===== config.mk =====
export PLATFORM = sky130hd
export DESIGN_NAME = custom_bitop_unit_flat
export DESIGN_NICKNAME = d
export VERILOG_FILES = /design/src/rtl/custom_bitop_unit_if.sv /design/src/rtl/custom_bitop_unit.sv /design/src/flat_wrapper.sv
export SDC_FILE = /design/constraint.sdc
export NUM_CORES = 1
export LEC_CHECK = 0
export CORE_MARGIN = 2
export CORE_UTILIZATION = 25
export CTS_CLUSTER_SIZE = 16
export DETAILED_ROUTE_END_ITERATION = 16
export SYNTH_ARGS = -nofsm -noshare
export SYNTH_HDL_FRONTEND = slang
export SYNTH_SLANG_ARGS = --single-unit

===== constraint.sdc =====
create_clock -name clk -period 2.2 [get_ports clk]
set_input_delay 0.33 -clock clk [delete_from_list [all_inputs] [get_ports clk]]
set_output_delay 0.33 -clock clk [all_outputs]
set_load 0.01 [all_outputs]

===== src/rtl/custom_bitop_unit_if.sv =====
// Request/response bundle between the core and the bit-manipulation unit.
// Valid/ready contract: a request is accepted on a rising edge where start=1 and the unit is idle or done; done marks a valid result for exactly one cycle.
interface custom_bitop_unit_if #(
    parameter int WIDTH = 32
);
    logic             start;
    logic [3:0]       alucontrol;
    logic [WIDTH-1:0] src_a;
    logic             flush;
    logic             busy;
    logic             done;
    logic             illegal;
    logic [WIDTH-1:0] result;
    logic [1:0]       dbg_state;

    modport master (
        output start, alucontrol, src_a, flush,
        input  busy, done, illegal, result, dbg_state
    );

    modport slave (
        input  start, alucontrol, src_a, flush,
        output busy, done, illegal, result, dbg_state
    );
endinterface


===== src/rtl/custom_bitop_unit.sv =====
// Multi-cycle BITREV / POPCOUNT / CLZ unit that walks the operand STEP bits per cycle.
// Latency is fixed at WIDTH/STEP cycles; the FSM state is exported on dbg_state.
module custom_bitop_unit #(
    parameter int WIDTH = 32,
    parameter int STEP  = 1
) (
    input  logic             clk,
    input  logic             rst_n,
    custom_bitop_unit_if.slave bus
);
    localparam int N     = WIDTH / STEP;
    localparam int CNT_W = (N > 1) ? $clog2(N) : 1;

    typedef enum logic [1:0] {
        S_IDLE = 2'd0,
        S_RUN  = 2'd1,
        S_DONE = 2'd2
    } state_e;

    typedef enum logic [1:0] {
        OP_REV  = 2'd0,
        OP_POP  = 2'd1,
        OP_CLZ  = 2'd2,
        OP_NONE = 2'd3
    } op_e;

    state_e             state_q, state_d;
    op_e                op_q, op_d;
    logic [WIDTH-1:0]   opnd_q, opnd_d;
    logic [WIDTH-1:0]   acc_q, acc_d;
    logic [CNT_W-1:0]   count_q, count_d;
    logic               found_q, found_d;
    logic [WIDTH-1:0]   result_q, result_d;
    logic               illegal_q, illegal_d;

    op_e                dec_op;
    logic [STEP-1:0]    chunk_lo;
    logic [STEP-1:0]    chunk_hi;
    logic [STEP-1:0]    rev_chunk;
    logic [3:0]         pop_chunk;
    logic [3:0]         lz_chunk;
    logic               seen_one;
    logic [WIDTH-1:0]   acc_step;
    logic [WIDTH-1:0]   opnd_step;
    logic               found_step;

    always_comb begin
        dec_op = OP_NONE;
        case (bus.alucontrol)
            4'b1001: dec_op = OP_REV;
            4'b1010: dec_op = OP_POP;
            4'b1011: dec_op = OP_CLZ;
            default: dec_op = OP_NONE;
        endcase
    end

    // Per-chunk primitives: BITREV/POPCOUNT consume the low end, CLZ the high end.
    always_comb begin
        chunk_lo  = opnd_q[STEP-1:0];
        chunk_hi  = opnd_q[WIDTH-1 -: STEP];
        rev_chunk = '0;
        pop_chunk = '0;
        lz_chunk  = '0;
        seen_one  = 1'b0;
        for (int i = 0; i < STEP; i++) begin
            rev_chunk[STEP-1-i] = chunk_lo[i];
            pop_chunk           = pop_chunk + 4'(chunk_lo[i]);
        end
        for (int i = STEP - 1; i >= 0; i--) begin
            if (chunk_hi[i]) begin
                seen_one = 1'b1;
            end else if (!seen_one) begin
                lz_chunk = lz_chunk + 4'd1;
            end
        end
    end

    always_comb begin
        acc_step   = acc_q;
        opnd_step  = opnd_q;
        found_step = found_q;
        case (op_q)
            OP_REV: begin
                acc_step  = (acc_q << STEP) | WIDTH'(rev_chunk);
                opnd_step = opnd_q >> STEP;
            end
            OP_POP: begin
                acc_step  = acc_q + WIDTH'(pop_chunk);
                opnd_step = opnd_q >> STEP;
            end
            OP_CLZ: begin
                // Once a one has been seen the count is frozen; the walk still runs to N.
                acc_step   = found_q ? acc_q : acc_q + WIDTH'(lz_chunk);
                found_step = found_q | (|chunk_hi);
                opnd_step  = opnd_q << STEP;
            end
            default: begin
                acc_step = acc_q;
            end
        endcase
    end

    always_comb begin
        state_d   = state_q;
        op_d      = op_q;
        opnd_d    = opnd_q;
        acc_d     = acc_q;
        count_d   = count_q;
        found_d   = found_q;
        result_d  = result_q;
        illegal_d = 1'b0;
        case (state_q)
            S_IDLE, S_DONE: begin
                state_d = S_IDLE;
                if (bus.start && !bus.flush) begin
                    if (dec_op != OP_NONE) begin
                        state_d = S_RUN;
                        op_d    = dec_op;
                        opnd_d  = bus.src_a;
                        acc_d   = '0;
                        count_d = '0;
                        found_d = 1'b0;
                    end else begin
                        illegal_d = 1'b1;
                    end
                end
            end
            S_RUN: begin
                if (bus.flush) begin
                    state_d = S_IDLE;
                end else begin
                    acc_d   = acc_step;
                    opnd_d  = opnd_step;
                    found_d = found_step;
                    count_d = count_q + 1'b1;
                    if (count_q == CNT_W'(N - 1)) begin
                        state_d  = S_DONE;
                        result_d = acc_step;
                    end
                end
            end
            default: begin
                state_d = S_IDLE;
            end
        endcase
    end

    always_ff @(posedge clk) begin
        if (!rst_n) begin
            state_q   <= S_IDLE;
            op_q      <= OP_REV;
            opnd_q    <= '0;
            acc_q     <= '0;
            count_q   <= '0;
            found_q   <= 1'b0;
            result_q  <= '0;
            illegal_q <= 1'b0;
        end else begin
            state_q   <= state_d;
            op_q      <= op_d;
            opnd_q    <= opnd_d;
            acc_q     <= acc_d;
            count_q   <= count_d;
            found_q   <= found_d;
            result_q  <= result_d;
            illegal_q <= illegal_d;
        end
    end

    assign bus.busy      = (state_q == S_RUN);
    assign bus.done      = (state_q == S_DONE);
    assign bus.illegal   = illegal_q;
    assign bus.result    = result_q;
    assign bus.dbg_state = state_q;
endmodule

===== src/flat_wrapper.sv =====
// flat-port wrapper written by rule: the top's interface ports become plain ports
module custom_bitop_unit_flat 
#(
    parameter int WIDTH = 32,
    parameter int STEP  = 1
)
  (clk, rst_n, bus_start, bus_alucontrol, bus_src_a, bus_flush, bus_busy, bus_done, bus_illegal, bus_result, bus_dbg_state);
  custom_bitop_unit_if #(.WIDTH(WIDTH)) bus_i ();
  input  logic clk;
  input  logic rst_n;
  input wire logic [$bits(bus_i.start)-1:0] bus_start;
  input wire logic [$bits(bus_i.alucontrol)-1:0] bus_alucontrol;
  input wire logic [$bits(bus_i.src_a)-1:0] bus_src_a;
  input wire logic [$bits(bus_i.flush)-1:0] bus_flush;
  output wire logic [$bits(bus_i.busy)-1:0] bus_busy;
  output wire logic [$bits(bus_i.done)-1:0] bus_done;
  output wire logic [$bits(bus_i.illegal)-1:0] bus_illegal;
  output wire logic [$bits(bus_i.result)-1:0] bus_result;
  output wire logic [$bits(bus_i.dbg_state)-1:0] bus_dbg_state;
  assign bus_i.start = bus_start;
  assign bus_i.alucontrol = bus_alucontrol;
  assign bus_i.src_a = bus_src_a;
  assign bus_i.flush = bus_flush;
  assign bus_busy = bus_i.busy;
  assign bus_done = bus_i.done;
  assign bus_illegal = bus_i.illegal;
  assign bus_result = bus_i.result;
  assign bus_dbg_state = bus_i.dbg_state;
  custom_bitop_unit #(.WIDTH(WIDTH), .STEP(STEP)) u_core (.clk(clk), .rst_n(rst_n), .bus(bus_i));
endmodule

==> out/results.txt <==
Run status: finished, violations left
Failing checks: negative setup slack
Post-Synth XOR/XNOR Area: 1.07%
Met2 usage in global routing: 26.1%
VDD IR-drop max: 0.304 mV
Number of nets with antenna violations after routing: 0
Reg2reg setup slack: -0.004 ns
Max_slew headroom: 70.7%
Area of the core: 25900 µm²
Ys Warns: 0
Worst-path fanout max: 4
Cell Area, Synth: 6570 µm²
Area Overhead vs Synth: 41.6%
Seq/Total Area, Yosys: 32.6%
Cell Area, Placed: 8710 µm²
Total Neg Setup Slack: -0.00372 ns
Setup WS post-layout: -0.00372 ns
N_diodes: 0
# clock sinks: 107
R2R Path End: u_core.bus.result[30]
Total Nets Final: 1095
Pwr Density: 437 nW/µm²
Clock Tree Root: clkbuf_16
Largest net degree at the start of global routing: 40
CTS Hold Buffers Added: 0
GRT met3 Usage: 2.62%
EDFF count, synth: 0
Slew Limit Fails: 0
Routed Wire Length: 24200 µm
Hold Crit Endpoint: u_core.op_q[0]
DP Cell Count: 1367
Cell area after layout: 9310 µm²
CTS buffer count: 9
Clk slew on worst S/H paths: 0.07 ns
IO Pins: 77
RSZ-0062 raised after global routing: true
DRT Pass-1 Iters: 5
Main combinational cell family by area after synthesis: simple AND/OR/NAND/NOR gates
Yosys cell types: 78
Hold path depth: 2
Least-Margin Pin Slew: 0.438 ns
Multiplexer area fraction after synthesis: 0.152%
Max Clock Skew: 0.0121 ns
Worst-skew pair later-pin latency: 0.36 ns
Die height: 166 µm
Highest-count cells in the layout ignoring fill and taps: 147 x buf_4, 130 x nand2_1, 83 x dfxtp_1
Die ar.: 27600 µm²
Final period util: 100%
MaxCap Viol Count: 0
First DRT Iteration DRCs: 677
P_leak: 3.38 nW
HP Start: rst_n
Vias: 7285
Met1 Track Usage GR: 23.9%
Post-placement worst setup slack: -0.183 ns
Via/cell ratio: 5.24
RR Startpoint: u_core.acc_q[0]
Layout cells sized above 1: 24.6%
Minimum clock period: 2.20 ns
Clk buf depth: 2
First-pass GRT wire length: 37500 µm
Arrival time at the worst endpoint: 2.51 ns
Final Hold Viols: 0
DRC viols: 0
Cell Count, Final, Fillers Out: 1389
Crit path kind: flop to flop
Number of placement rows: 59
Worst Reg-to-Reg Cells: 8
Multi-input gate area: 4240 µm²
Gr ovfl total: 0
Required time worst endpoint: 2.50 ns
Most common cell after layout, fill and taps aside: buf_4
Top Usage Layer GRT: met2
I/O Buffers: 76
Vias in the first global route: 6774
Post-Syn Nets: 931
Adder-Cell Fraction of Synth Area: 1.14%
H-tree depth: 3
Hold WC Path Type: input port to flop
Fillers: 2681
Register bit total from synthesis: 107
Average cell area after synthesis: 7.43 µm²
Async S/R FF share, synth: 0%
DP HPWL: 17800 µm
RePlAce Congestion: 0.980
Initial Util: 25.4%
Synthesized instance count: 885
Register area: 2190 µm²
Synth Flop Type: dfxtp_1
Setup-failing EPs final: 1
Initial antenna violation count: 0
Final Util: 35.9%
DR WL/cell: 17.4 µm
Global Route Usage Sum: 17.0%
Die width: 166 µm
Simple-gate share of the synthesized area: 29.8%
Critical Path Start Type: flop
Max Clk Rate: 0.454 GHz
CP endpoint kind: flop
CTS tree: done
Post-synthesis compound-gate area fraction: 29.0%
[worst max-delay path by stage]
| stage | from | to | slack, ns | depth (start not counted) |
|---|---|---|---|---|
| after floorplan | u_core.opnd_q[31] | u_core.acc_q[15] | -0.05 | 9 |
| after global placement | u_core.acc_q[1] | u_core.bus.result[30] | -0.15 | 8 |
| after detailed placement | bus_alucontrol[2] | u_core.acc_q[26] | -0.18 | 9 |
| after CTS | u_core.acc_q[0] | u_core.acc_q[31] | -0.02 | 8 |
| after global routing | u_core.acc_q[4] | u_core.bus.result[30] | -0.06 | 7 |
| final | u_core.acc_q[0] | u_core.bus.result[30] | -0.004 | 8 |
[cells by family (layout without fill, tap and decap cells)]
family,count (synthesis),after routing
AND/OR/NAND/NOR,379,379
multiplexers,1,1
buffers and inverters,100,269
adder cells (fa/ha/maj),6,6
flip-flops,107,107
AO/OA/AOI/OAI,284,284
XOR/XNOR,8,8
[state kept, by name (all words and copies together), names as in the netlist]
| register | cells |
|---|---|
| u_core.opnd_q | 32 |
| u_core.bus.result | 32 |
| u_core.acc_q | 32 |
| u_core.bus.dbg_state | 2 |
| u_core.count_q | 5 |
| u_core.op_q | 2 |
| u_core.bus.illegal | 1 |
| u_core.found_q | 1 |
[Yosys cell counts, drive strengths merged (5+ instances only)]
master	number	share of area, %
nand2	130	7.4
dfxtp	107	33
a21oi	71	5.4
clkbuf	70	4.1
nor2	64	3.7
o21ai	60	4.6
nor2b	41	3.9
a311oi	36	4.8
nand3	32	2.4
nand4	19	2.6
buf	17	1.4
nor4	13	1.3
a31oi	12	1.1
and2	12	1.2
nor3	12	0.91
inv	11	0.63
o22ai	11	1.0
o31ai	10	1.1
and3	9	0.86
or3	9	0.91
a22oi	8	0.91
and4	8	1.1
nand2b	8	0.76
a31o	7	0.93
or4	7	0.86
ha	6	1.1
o211a	6	0.91
o211ai	6	0.69
a21boi	5	0.57
a21o	5	0.57
nor3b	5	0.57
o21a	5	0.57
xnor2	5	0.67
[report_power, final]
group / internal, mW / switching [mW] / total [mW]
combinational: 0.177 / 0.174 / 0.351
clock: 0.951 / 0.796 / 1.75
sequential: 1.95 / 0.0197 / 1.97
[critical path, cell delays in order, from the launching register on]
cell	delay, ns
dfxtp_4	0.38
ha_4	0.16
ha_4	0.16
buf_4	0.13
nand4_1	0.16
or4_4	0.52
a31o_4	0.24
a311oi_2	0.27
a31o_1	0.12
[layer usage]
metal  up-vias  wire (µm)
met3        53       1410
met1      3403      11200
li1       3585          -
met4         0        828
met2       244      10800
met5         -          0
[repair_timing]
item,4_1_cts,5_1_grt
setup buffers,1,4
gates cloned,0,1
gates resized for setup,23,52
setup endpoints to repair,16,30
pin swaps,6,11
[layout make-up]
class / count / share of cell area [%]
Clock buffer: 11 / 2.72
Clock inverter: 5 / 0.645
Inverter: 13 / 0.524
Multi-Input combinational cell: 678 / 45.5
Sequential cell: 107 / 23.5
Tap cell: 335 / 4.50
Timing Repair Buffer: 240 / 22.6
[stage by stage]
step,hold slack [ns],power [mW]
after floorplan,0.407,2.19
after global placement,0.456,2.37
after detailed placement,0.460,2.37
after CTS,0.337,4.12
after global routing,0.344,4.22
final,0.348,4.07
Power figures use the tool's default switching activity.
